[src/rtl/timer_pkg.sv]
// Shared types, limits and BCD helpers for the multi-channel MM:SS countdown timer.
package timer_pkg;

  localparam int unsigned BCD_W = 16;
  localparam int unsigned DIG_W = 4;

  typedef enum logic [1:0] {
    ST_IDLE    = 2'd0,
    ST_RUN     = 2'd1,
    ST_PAUSE   = 2'd2,
    ST_EXPIRED = 2'd3
  } ch_state_e;

  localparam logic [BCD_W-1:0] BCD_ZERO = 16'h0000;
  localparam logic [DIG_W-1:0] DIG_MAX9 = 4'd9;
  localparam logic [DIG_W-1:0] DIG_MAX5 = 4'd5;

  typedef struct packed {
    logic [DIG_W-1:0] tens_min;
    logic [DIG_W-1:0] min;
    logic [DIG_W-1:0] tens_sec;
    logic [DIG_W-1:0] sec;
  } bcd_time_t;

  function automatic logic bcd_valid(input bcd_time_t t);
    return (t.tens_min <= DIG_MAX9) && (t.min <= DIG_MAX9) &&
           (t.tens_sec <= DIG_MAX5) && (t.sec <= DIG_MAX9);
  endfunction

  // One-second BCD decrement with borrow chain; saturates at 00:00.
  function automatic bcd_time_t bcd_dec(input bcd_time_t t);
    bcd_time_t r;
    r = t;
    if (BCD_W'(t) != BCD_ZERO) begin
      if (t.sec != '0) begin
        r.sec = t.sec - DIG_W'(1);
      end else begin
        r.sec = DIG_MAX9;
        if (t.tens_sec != '0) begin
          r.tens_sec = t.tens_sec - DIG_W'(1);
        end else begin
          r.tens_sec = DIG_MAX5;
          if (t.min != '0) begin
            r.min = t.min - DIG_W'(1);
          end else begin
            r.min      = DIG_MAX9;
            r.tens_min = t.tens_min - DIG_W'(1);
          end
        end
      end
    end
    return r;
  endfunction

endpackage

[src/rtl/timer_channel.sv]
// One countdown channel: FSM, reload/count registers, BCD decrement and sticky done.
module timer_channel
  import timer_pkg::*;
(
  input  logic             clk,
  input  logic             rst_n,
  input  logic             tick_i,
  input  logic             load_i,
  input  logic [BCD_W-1:0] load_value_i,
  input  logic             start_i,
  input  logic             pause_i,
  input  logic             stop_i,
  input  logic             ack_i,
  input  logic             repeat_i,
  output logic [BCD_W-1:0] count_o,
  output logic             running_o,
  output logic             done_o,
  output logic             done_d_c
);

  ch_state_e        state_q, state_d;
  logic [BCD_W-1:0] count_q, count_d;
  logic [BCD_W-1:0] reload_q, reload_d;
  logic             done_q, done_d;
  logic [BCD_W-1:0] dec_val;

  assign dec_val = BCD_W'(bcd_dec(bcd_time_t'(count_q)));

  always_ff @(posedge clk or negedge rst_n) begin
    if (!rst_n) begin
      state_q  <= ST_IDLE;
      count_q  <= BCD_ZERO;
      reload_q <= BCD_ZERO;
      done_q   <= 1'b0;
    end else begin
      state_q  <= state_d;
      count_q  <= count_d;
      reload_q <= reload_d;
      done_q   <= done_d;
    end
  end

  // Strobes arrive already priority-resolved, so at most one command is set.
  always_comb begin
    state_d  = state_q;
    count_d  = count_q;
    reload_d = reload_q;
    done_d   = done_q;
    if (ack_i) done_d = 1'b0;
    if (stop_i) begin
      state_d = ST_IDLE;
      count_d = reload_q;
    end else if (state_q == ST_RUN) begin
      if (pause_i) begin
        state_d = ST_PAUSE;
      end else if (tick_i) begin
        if (dec_val == BCD_ZERO) begin
          done_d = 1'b1;
          if (repeat_i && (reload_q != BCD_ZERO)) begin
            count_d = reload_q;
          end else begin
            count_d = BCD_ZERO;
            state_d = ST_EXPIRED;
          end
        end else begin
          count_d = dec_val;
        end
      end
    end else if (load_i) begin
      state_d  = ST_IDLE;
      count_d  = load_value_i;
      reload_d = load_value_i;
    end else if (start_i && (state_q != ST_EXPIRED) && (count_q != BCD_ZERO)) begin
      state_d = ST_RUN;
    end
  end

  assign count_o   = count_q;
  assign running_o = (state_q == ST_RUN);
  assign done_o    = done_q;
  assign done_d_c  = done_d;

endmodule

[src/rtl/multi_channel_timer.sv]
// NUM_CH independent MM:SS countdown channels on a shared 1 s tick, with command decode and display mux.
module multi_channel_timer
  import timer_pkg::*;
#(
  parameter int unsigned NUM_CH = 4,
  parameter int unsigned CH_W   = 2
) (
  input  logic              clk,
  input  logic              reset,
  input  logic              tick,
  input  logic [CH_W-1:0]   ch_sel,
  input  logic              load,
  input  logic [BCD_W-1:0]  load_value,
  input  logic              start,
  input  logic              pause,
  input  logic              stop,
  input  logic              ack,
  input  logic [NUM_CH-1:0] repeat_mode,
  output logic [BCD_W-1:0]  disp_digits,
  output logic [NUM_CH-1:0] running,
  output logic [NUM_CH-1:0] done,
  output logic              any_done,
  output logic              load_err
);

  logic [NUM_CH-1:0]            hit;
  logic                         sel_valid;
  logic                         load_ok;
  logic                         stop_w, load_w, pause_w, start_w;
  logic [NUM_CH-1:0][BCD_W-1:0] count_w;
  logic [NUM_CH-1:0]            done_nxt;
  logic [BCD_W-1:0]             disp_q, disp_d;
  logic                         load_err_q, load_err_d;
  logic                         any_done_q;

  always_comb begin
    hit = '0;
    for (int unsigned i = 0; i < NUM_CH; i++) hit[i] = (ch_sel == CH_W'(i));
  end

  assign sel_valid = |hit;
  assign load_ok   = bcd_valid(bcd_time_t'(load_value));

  // Only the highest-priority asserted command survives: stop > load > pause > start.
  assign stop_w  = stop;
  assign load_w  = load & ~stop;
  assign pause_w = pause & ~stop & ~load;
  assign start_w = start & ~stop & ~load & ~pause;

  assign load_err_d = sel_valid & load_w & ~load_ok;

  for (genvar g = 0; g < NUM_CH; g++) begin : g_ch
    timer_channel u_ch (
      .clk         (clk),
      .rst_n       (reset),
      .tick_i      (tick),
      .load_i      (load_w & load_ok & hit[g]),
      .load_value_i(load_value),
      .start_i     (start_w & hit[g]),
      .pause_i     (pause_w & hit[g]),
      .stop_i      (stop_w & hit[g]),
      .ack_i       (ack & hit[g]),
      .repeat_i    (repeat_mode[g]),
      .count_o     (count_w[g]),
      .running_o   (running[g]),
      .done_o      (done[g]),
      .done_d_c    (done_nxt[g])
    );
  end

  always_comb begin
    disp_d = BCD_ZERO;
    for (int unsigned i = 0; i < NUM_CH; i++) begin
      if (hit[i]) disp_d = count_w[i];
    end
  end

  always_ff @(posedge clk or negedge reset) begin
    if (!reset) begin
      disp_q     <= BCD_ZERO;
      load_err_q <= 1'b0;
      any_done_q <= 1'b0;
    end else begin
      disp_q     <= disp_d;
      load_err_q <= load_err_d;
      any_done_q <= |done_nxt;
    end
  end

  assign disp_digits = disp_q;
  assign load_err    = load_err_q;
  assign any_done    = any_done_q;

endmodule

[config.mk]
export PLATFORM = sky130hd
export DESIGN_NAME = multi_channel_timer
export DESIGN_NICKNAME = d
export VERILOG_FILES = /design/src/rtl/timer_pkg.sv /design/src/rtl/timer_channel.sv /design/src/rtl/multi_channel_timer.sv
export SDC_FILE = /design/constraint.sdc
export NUM_CORES = 1
export LEC_CHECK = 0
export CAP_MARGIN = 20
export CELL_PAD_IN_SITES_DETAIL_PLACEMENT = 0
export CELL_PAD_IN_SITES_GLOBAL_PLACEMENT = 1
export CORE_UTILIZATION = 51
export CTS_CLUSTER_SIZE = 8
export DETAILED_ROUTE_END_ITERATION = 8
export GPL_ROUTABILITY_DRIVEN = 0
export MAX_ROUTING_LAYER = met4
export PLACE_DENSITY_LB_ADDON = 0.1
export SETUP_SLACK_MARGIN = 0.4
export SLEW_MARGIN = 20
export SYNTH_ARGS = -nofsm -noshare
export SYNTH_HDL_FRONTEND = slang
export SYNTH_HIERARCHICAL = 1
export SYNTH_SLANG_ARGS = --single-unit
[constraint.sdc]
create_clock -name clk -period 7.94 [get_ports clk]
set_input_delay 1.191 -clock clk [delete_from_list [all_inputs] [get_ports clk]]
set_output_delay 1.191 -clock clk [all_outputs]
set_load 0.02 [all_outputs]
# Yosys cells after proc, flatten, opt, wreduce, memory -nomap -nowiden
# Cells that the tools add are included.
# op_classes
n_addsub,16
n_lt_le_gt_ge,4
n_eq_ne,31
n_mux,116
n_bitwise,41
reduce_logical,62
# op_table
operator,count
16-bit 2-to-1 mux,36
16-bit nonzero test,8
16-bit zero test,4
2-bit 2-to-1 mux,32
4-bit 2-to-1 mux,16
4-bit nonzero test,16
"4-bit by 1-bit subtractor with 4-bit output, second input constant",16
12-bit 2-to-1 mux,4
"4-bit by 2-bit inequality test with 1-bit output, second input constant",12
8-bit 2-to-1 mux,4
1-bit bitwise AND,29
1-bit 2-to-1 mux,24
3-bit AND reduction,8
4-bit AND reduction,4
1-bit logical AND,15
"4-bit <= comparator, second input constant",3
"3-bit by 2-bit inequality test with 1-bit output, second input constant",4
"3-bit inequality test, second input constant",4
1-bit inverter,12
3-bit nonzero test,4
"2-bit by 1-bit equality test with 1-bit output, second input constant",5
"2-bit inequality test, second input constant",4
4-bit OR reduction,2
"2-bit equality test, second input constant",2
2 further kinds,2
# totals
regBits,158
in_bits,30
wordCells,289

# Depth between registers and ports, before layout
# Gate-level depths: netlist (run 1).
# logic_depth
ltp_word,12
mapped_depth,11
ltp_nobuf,9

# By module
# The synthesis (run 1) kept the hierarchy.
# by_module_without_submodules
module,n_inst,cells_per_inst,area_per_inst_um2
timer_channel (g_ch[0].u_ch ...),2,266,2372.3
timer_channel (g_ch[2].u_ch ...),2,256,2285.9
multi_channel_timer,1,75,1043.5

# Worst setup path before layout (run 1)
# OpenSTA, ideal clock, no wires.
# synth_path
path_kind,input port to flip-flop
from,input port load_value[9]
to,register g_ch[0].u_ch.reload_q[10]
setup_time_ps,125
t_arrival_ps,3352
setup_slack_ps,4463
stages,7
path_buffers,2
cell_sequence,o21ai_0 > nand4_1 > nor4_1 > and3_1 > clkbuf_1 > buf_1 > mux2_2
# synth_between
elab_chain_cells,7
# synth_lines
element,line_no,text
start: declaration,multi_channel_timer.sv:13,"input logic [BCD_W-1:0] load_value,"
4-bit <= comparator,timer_pkg.sv:26,return (t.tens_min <= DIG_MAX9) && (t.min <= DIG_MAX9) &&
1-bit logical AND (2 in a row),timer_pkg.sv:26,
1-bit logical AND,timer_pkg.sv:27,(t.tens_sec <= DIG_MAX5) && (t.sec <= DIG_MAX9);
1-bit bitwise AND (2 in a row),multi_channel_timer.sv:57,".load_i (load_w & load_ok & hit[g]),"
3-bit AND reduction (no line),n/a,
end signal: assignment,timer_channel.sv:38,reload_q <= reload_d;
end: declaration,timer_channel.sv:23,"logic [BCD_W-1:0] reload_q, reload_d;"
# Every way passes these cells.
# A chain may end at the register's enable or synchronous reset.

# Worst setup path in the final report (run 1)
# layout_path
from,input port load_value[9]
to,register g_ch[0].u_ch.count_q[13]
# layout_between
elab_chain_cells,8
# layout_lines
element,line_no,text
4-bit <= comparator,timer_pkg.sv:26,
1-bit logical AND (2 in a row),timer_pkg.sv:26,
1-bit logical AND,timer_pkg.sv:27,
1-bit bitwise AND (2 in a row),multi_channel_timer.sv:57,
3-bit nonzero test (no line),n/a,
3-bit AND reduction (no line),n/a,
end signal: assignment,timer_channel.sv:37,count_q <= count_d;
end: declaration,timer_channel.sv:22,"logic [BCD_W-1:0] count_q, count_d;"
# Every way passes these cells.

==> results of run 1 <==
[routing by layer]
layer  GRT usage  vias up  routed length (um)  share of wire
met4      0.1884        0                1833          0.050
met3     0.07252      114                3668          0.099
met5           -        -                   0              0
met1      0.5126     4827               15330           0.41
met2      0.5367      644               16160           0.44
li1            -     4355                   -              -
[area by class of cell]
class / instances / area [sq um] / share of cell area
flip-flops and latches: 158 / 3954 / 0.3383
diodes: 1 / 2.502 / 0.0002141
well taps: 265 / 331.6 / 0.02837
multi-input cells: 868 / 5998 / 0.5132
inverters: 32 / 120.1 / 0.01028
clock buffers: 22 / 474.2 / 0.04057
repair buffers: 74 / 694.4 / 0.05942
clock inverters: 10 / 112.6 / 0.009635
[registers in the layout, indices dropped and copies added, names as in the netlist]
name                count
g_ch.u_ch/done_o        4
g_ch.u_ch/count_o      64
g_ch.u_ch/state_q       8
disp_digits            16
any_done                1
g_ch.u_ch/reload_q     64
load_err                1
[final timing paths]
kind | start | endpoint | slack [ns] | cells past startpoint
min in group asynchronous | reset | g_ch[3].u_ch/count_o[10]$_DFFE_PN0P_ | 0.87 | 1
max reg2reg | g_ch[3].u_ch/count_o[0]$_DFFE_PN0P_ | any_done$_DFF_PN0_ | 4.29 | 7
min | g_ch[3].u_ch/reload_q[10]$_DFFE_PN0P_ | g_ch[3].u_ch/reload_q[10]$_DFFE_PN0P_ | 0.54 | 1
max in group asynchronous | reset | g_ch[3].u_ch/reload_q[3]$_DFFE_PN0P_ | 5.63 | 2
max | load_value[9] | g_ch[0].u_ch/count_o[13]$_DFFE_PN0P_ | 3.06 | 9
min reg2reg | g_ch[3].u_ch/reload_q[10]$_DFFE_PN0P_ | g_ch[3].u_ch/reload_q[10]$_DFFE_PN0P_ | 0.54 | 1
[placed cells by master, fill, tap and decap left out, drive strengths merged, types with 8 or more instances in the layout]
master / instances
a211oi: 18
a21oi: 75
a221o: 12
a221oi: 24
a31oi: 10
and2: 10
and3: 18
buf: 20
clkbuf: 22
clkdlybuf4s50: 54
dfrtp: 158
ha: 8
inv: 32
mux2: 66
mux4: 16
nand2: 103
nand2b: 8
nand3: 26
nand4: 35
nor2: 111
nor3: 33
nor4: 33
o211ai: 16
o21ai: 91
o22ai: 16
o31ai: 8
or3: 8
or4: 21
[critical path, delay by kind of cell]
kind	cells	cell delay (ns)
and+or+nand+nor	3	1.62
AOI/OAI and AO/OA	4	1.01
buffers and inverters	1	0.77
muxes	1	0.57
[cells by family (layout without fill, tap and decap cells)]
family	count (synthesis)	count (layout)
other cells	0	1
simple gates	440	440
fa+ha+maj	8	8
buf+inv	93	138
flops	158	158
mux	88	88
compound gates	328	328
xor+xnor	4	4
[through the flow]
stage          instances  total power, mW  worst slack (ns)  area [sq um]    util
2_1_floorplan       1119            1.960             4.463         10360       -
3_3_place_gp        1397            2.392             2.964         11100  0.5629
3_5_place_dp        1397            2.405             2.867         11100  0.5629
4_1_cts             1429            3.237             3.247         11690  0.5926
5_1_grt             1429            3.414             2.921         11690  0.5926
6_report            1430            3.262             3.056         11690  0.5927
[power breakdown]
group | switching [mW] | internal (mW) | leakage [nW]
clock network | 0.342 | 0.487 | 0.286
registers | 0.378 | 0.985 | 2.03
logic | 0.610 | 0.461 | 2.27
==> out/metrics.cfg, run 1 <==
[status]
outcome = finished, final reports clean

[worst_setup_path]
crit_path_top_delay_cell = nor4_1
crit_path_start_kind = primary input
cp_max_fo = 15
path_cells = clkdlybuf4s50_1 -> o21ai_0 -> nand4_1 -> nor4_1 -> mux2i_1 -> nand2_1 -> o21ai_0 -> a221oi_1 -> o21ai_2
cp_slowest_stage_delay_ns = 0.82
endpoint_kind = flip-flop
critPathKind = in -> reg
worstPathArrival_ns = 5.19
cpMostUsedCell = o21ai_0
required_ns = 8.25

[logic_synthesis]
synth_area_sq_mm = 0.01036
synth_nets = 1157
seq_area_frac_synth = 0.3816
muxShareOfSynthArea = 0.1134
synth-seq-cells = 158
synth_xor_area_frac = 0.003382
synth.distinct_cells = 73
ys.flop_type = dfrtp_1
synth_common_cells = dfrtp_1 (158), nor2_1 (109), nand2_1 (103)
async_reset_ff_frac = 1.000
yosys.area_share.simple = 0.2322
synth_top_family_by_area = simple AND/OR/NAND/NOR gates
synth_edf_count = 0
yosys.area.top_type_share = 0.3816
synth_compound_area_frac = 0.2176
synth_fa_ha_area_frac = 0.009662
yosysMostFrequentCell = dfrtp_1
syn_inst = 1119
synth_area_leaders = dfrtp_1 (38%), mux2_2 (7.2%), nor2_1 (3.9%), nand2_1 (3.7%), a21oi_1 (3.6%)
synth_top_area_cell = dfrtp_1
syn_area_per_cell_sq_um = 9.258
yosysWarningCount = 6

[global_routing]
grt_max_degree = 98
grt_pass1_wl_um = 56020
track_usage = 0.3776
grt_antenna_before_repair = 0
first_global_vias = 9096
gr-total-overflow = 0

[clock_network]
cts_resized = 0
clk_latency_ns = 0.44
numCtsBuffers = 17
cts.sinks = 158
clkTransAtPathRegs_ns = 0.06
cts_buffer_depth = 2
clockRootBuffer = clkbuf_16
cts_tree = built
cts_max_level = 4
hold_buffers = 0
cts_setup_buffers = 0

[power]
ir_worst_vdd_mv = 0.1482
p_leak_nw = 4.583
powerDensity_mw_per_mm2 = 279.1

[placement]
portBuffers = 55
hpwl_um = 25270

[timing]
period_share = 0.6151
skew_ns = 0.01096
rsz0062_at_grt = false
maxSlewHeadroom = 0.2906
max_freq_mhz = 204.8
maxSlewViolCount = 0
setup_tns_ns = 0
fin_hold_ws_ns = 0.5359
finalSetupViolCount = 0
max_slew.worst_pin.slew_ns = 1.035
timing.final.hold_violations = 0
fin_crit_ns = 4.884

[floorplanning]
rows = 51
initial_utilization = 0.5254
dieArea_sq_mm = 0.02089
io_pins = 56
core_area_sq_mm = 0.01972
die_height_um = 144.5
die_w_um = 144.5

[drt]
final_antenna_net_count = 0
drc_errors = 0
wl_per_cell_um = 25.86
drt_iter0_drc = 1482
drt_pass1_iterations = 6
via_per_inst = 6.951
num_vias = 9940
routed_wl_um = 36990

[layout]
layout-drive-gt1-share = 0.1658
syn2layout_area_growth_pct = 12.81
fin_nets = 1189
fill_cells = 1709

[min_path]
holdCritPathClass = reg -> reg

[run]
cap_violations = 0

No activity file was read; power rests on OpenSTA's default activity.
==> run 2: changes to the inputs <==
--- a/config.mk
+++ b/config.mk
@@ -8,7 +8,7 @@
 export CAP_MARGIN = 20
 export CELL_PAD_IN_SITES_DETAIL_PLACEMENT = 0
 export CELL_PAD_IN_SITES_GLOBAL_PLACEMENT = 1
-export CORE_UTILIZATION = 51
+export CORE_UTILIZATION = 48
 export CTS_CLUSTER_SIZE = 8
 export DETAILED_ROUTE_END_ITERATION = 8
 export GPL_ROUTABILITY_DRIVEN = 0
==> constraint.sdc (replaced) <==
create_clock -name clk -period 4.75 [get_ports clk]
set_input_delay 0.7125 -clock clk [delete_from_list [all_inputs] [get_ports clk]]
set_output_delay 0.7125 -clock clk [all_outputs]
set_load 0.02 [all_outputs]
==> out/metrics.cfg, run 2 (same netlist as run 1, synthesis figures left out) <==
[timing]
maxSlewViolCount = 0  ; unchanged
finalSetupViolCount = 0  ; unchanged
finalWorstSetupSlack_ns = 1.206  ; -1.850 ns
maxSlewHeadroom = 0.2642  ; -0.02638
max_slew.worst_pin.slew_ns = 1.100  ; +0.06510 ns
rsz0062_at_grt = false
timing.final.hold_violations = 0  ; unchanged
fin_crit_ns = 3.544
period_share = 0.7461
skew_ns = 0.01223  ; +0.001267 ns
max_freq_mhz = 282.2
setup_tns_ns = 0  ; unchanged

[drt]
num_vias = 10030  ; +0.89%
drt_iter0_drc = 1365  ; -7.9%
drc_errors = 0  ; unchanged
wl_per_cell_um = 25.49  ; -1.5%
routed_wl_um = 37060  ; +0.20%
drt_pass1_iterations = 6  ; unchanged
final_antenna_net_count = 0  ; unchanged
via_per_inst = 6.897  ; -0.78%

[layout]
syn2layout_area_growth_pct = 13.62
n_antenna_cell = 0  ; -1
layout_common_cells = dfrtp_1 (158), nor2_1 (107), nand2_1 (103)
register_area_sq_mm = 0.003954  ; unchanged
final_common_cell = dfrtp_1
fill_cells = 1943  ; +14%
layout-drive-gt1-share = 0.1764  ; +0.01061
fin_nets = 1204  ; +1.3%
multiInputGateArea_sq_mm = 0.005998  ; unchanged

[clock_network]
clk_latency_ns = 0.43  ; about the same
cts_buffer_depth = 2  ; unchanged
hold_buffers = 0  ; unchanged
clockRootBuffer = clkbuf_16
cts_resized = 0  ; unchanged
cts_setup_buffers = 0  ; unchanged
numCtsBuffers = 17  ; unchanged
cts.sinks = 158  ; unchanged
clkTransAtPathRegs_ns = 0.07  ; about the same
cts_tree = built
cts_max_level = 4  ; unchanged

[worst_setup_path]
critPathKind = reg -> reg
crit_path_top_delay_cell = nor4_1
path_buf_inv = 1  ; unchanged
worstPathArrival_ns = 3.89  ; -1.30 ns
crit_path_start_kind = flip-flop
cp_slowest_stage_delay_ns = 0.85  ; +0.03 ns
path_cells = nor4_1 -> nand4_1 -> a221o_1 -> nor4_4 -> buf_4 -> a41oi_1 -> o211ai_1
crit_family = simple AND/OR/NAND/NOR gates
cp_max_fo = 10  ; -5
required_ns = 5.10  ; -3.15 ns
endpoint_kind = flip-flop

[global_routing]
grt_max_degree = 96  ; -2.0%
first_global_vias = 9316  ; +2.4%
gr-total-overflow = 0  ; unchanged
grt_pass1_wl_um = 57190  ; +2.1%
grt_antenna_before_repair = 0  ; unchanged
track_usage = 0.3553  ; -0.02228

[min_path]
holdCritPathClass = in -> async

[power]
ir_worst_vdd_mv = 0.2244  ; +51%
powerDensity_mw_per_mm2 = 458.7  ; +64%
p_leak_nw = 4.632  ; +1.1%

[floorplanning]
die_w_um = 148.9  ; +3.0%
io_pins = 56  ; unchanged
die_height_um = 148.9  ; +3.0%
dieArea_sq_mm = 0.02217  ; +6.2%
rows = 53  ; +3.9%
core_area_sq_mm = 0.02109  ; +6.9%
initial_utilization = 0.4913  ; -0.03414

[status]
outcome = finished, final reports clean

[placement]
portBuffers = 55  ; unchanged
place_ws_ns = 1.063  ; -1.803 ns
hpwl_um = 25890  ; +2.5%

[run]
cap_violations = 0  ; unchanged

run 2: final cells by class:
class	instances	share of cell area
flip-flops and latches	158	0.3359
clock inverters	13	0.008929
clock buffers	19	0.03763
inverters	32	0.01020
repair buffers	89	0.06856
multi-input cells	868	0.5096
well taps	275	0.02923
run 2: worst paths after layout:
path,from,endpoint,slack (ns),cells past startpoint
setup / recovery,g_ch[2].u_ch/count_o[2]$_DFFE_PN0P_,g_ch[2].u_ch/count_o[10]$_DFFE_PN0P_,1.21,7
hold / removal,reset,g_ch[3].u_ch/count_o[4]$_DFFE_PN0P_,0.37,1
setup reg to reg,g_ch[2].u_ch/count_o[2]$_DFFE_PN0P_,g_ch[2].u_ch/count_o[10]$_DFFE_PN0P_,1.21,7
hold reg to reg,g_ch[3].u_ch/reload_q[10]$_DFFE_PN0P_,g_ch[3].u_ch/reload_q[10]$_DFFE_PN0P_,0.54,1
max in group asynchronous,reset,g_ch[2].u_ch/count_o[15]$_DFFE_PN0P_,3.30,2
min in group clk,g_ch[3].u_ch/reload_q[10]$_DFFE_PN0P_,g_ch[3].u_ch/reload_q[10]$_DFFE_PN0P_,0.54,1
run 2: report_power, final:
part | leakage (nW) | switching [mW] | internal, mW
registers | 2.03 | 0.624 | 1.65
clock network | 0.257 | 0.629 | 0.693
logic | 2.35 | 1.03 | 0.781
total | 4.63 | 2.28 | 3.12
run 2: stage by stage:
step           hold slack, ns  power (mW)  utilization  cell area, sq um  std cells
2_1_floorplan          0.4169       3.277            -             10360       1119
3_3_place_gp           0.5209       4.015       0.5319             11220       1422
3_5_place_dp           0.5237       4.027       0.5319             11220       1422
4_1_cts                0.4162       5.357       0.5579             11760       1454
5_1_grt                0.4448       5.668       0.5582             11770       1454
6_report               0.3659       5.399       0.5582             11770       1454
run 2: worst reg2reg max path: cells and delay by family (launching register included):
kind	cells	cell delay [ns]
flops	1	0.51
buf+inv	1	0.28
compound gates	3	0.93
simple gates	3	1.75
run 2: per-layer routing:
layer  part of all wire  track usage  up-vias
met5                  0            -        -
met4              0.030       0.1168        0
met3              0.090      0.05352       71
met2               0.44       0.5021      591
met1               0.45       0.5174     4978
li1                   -            -     4388
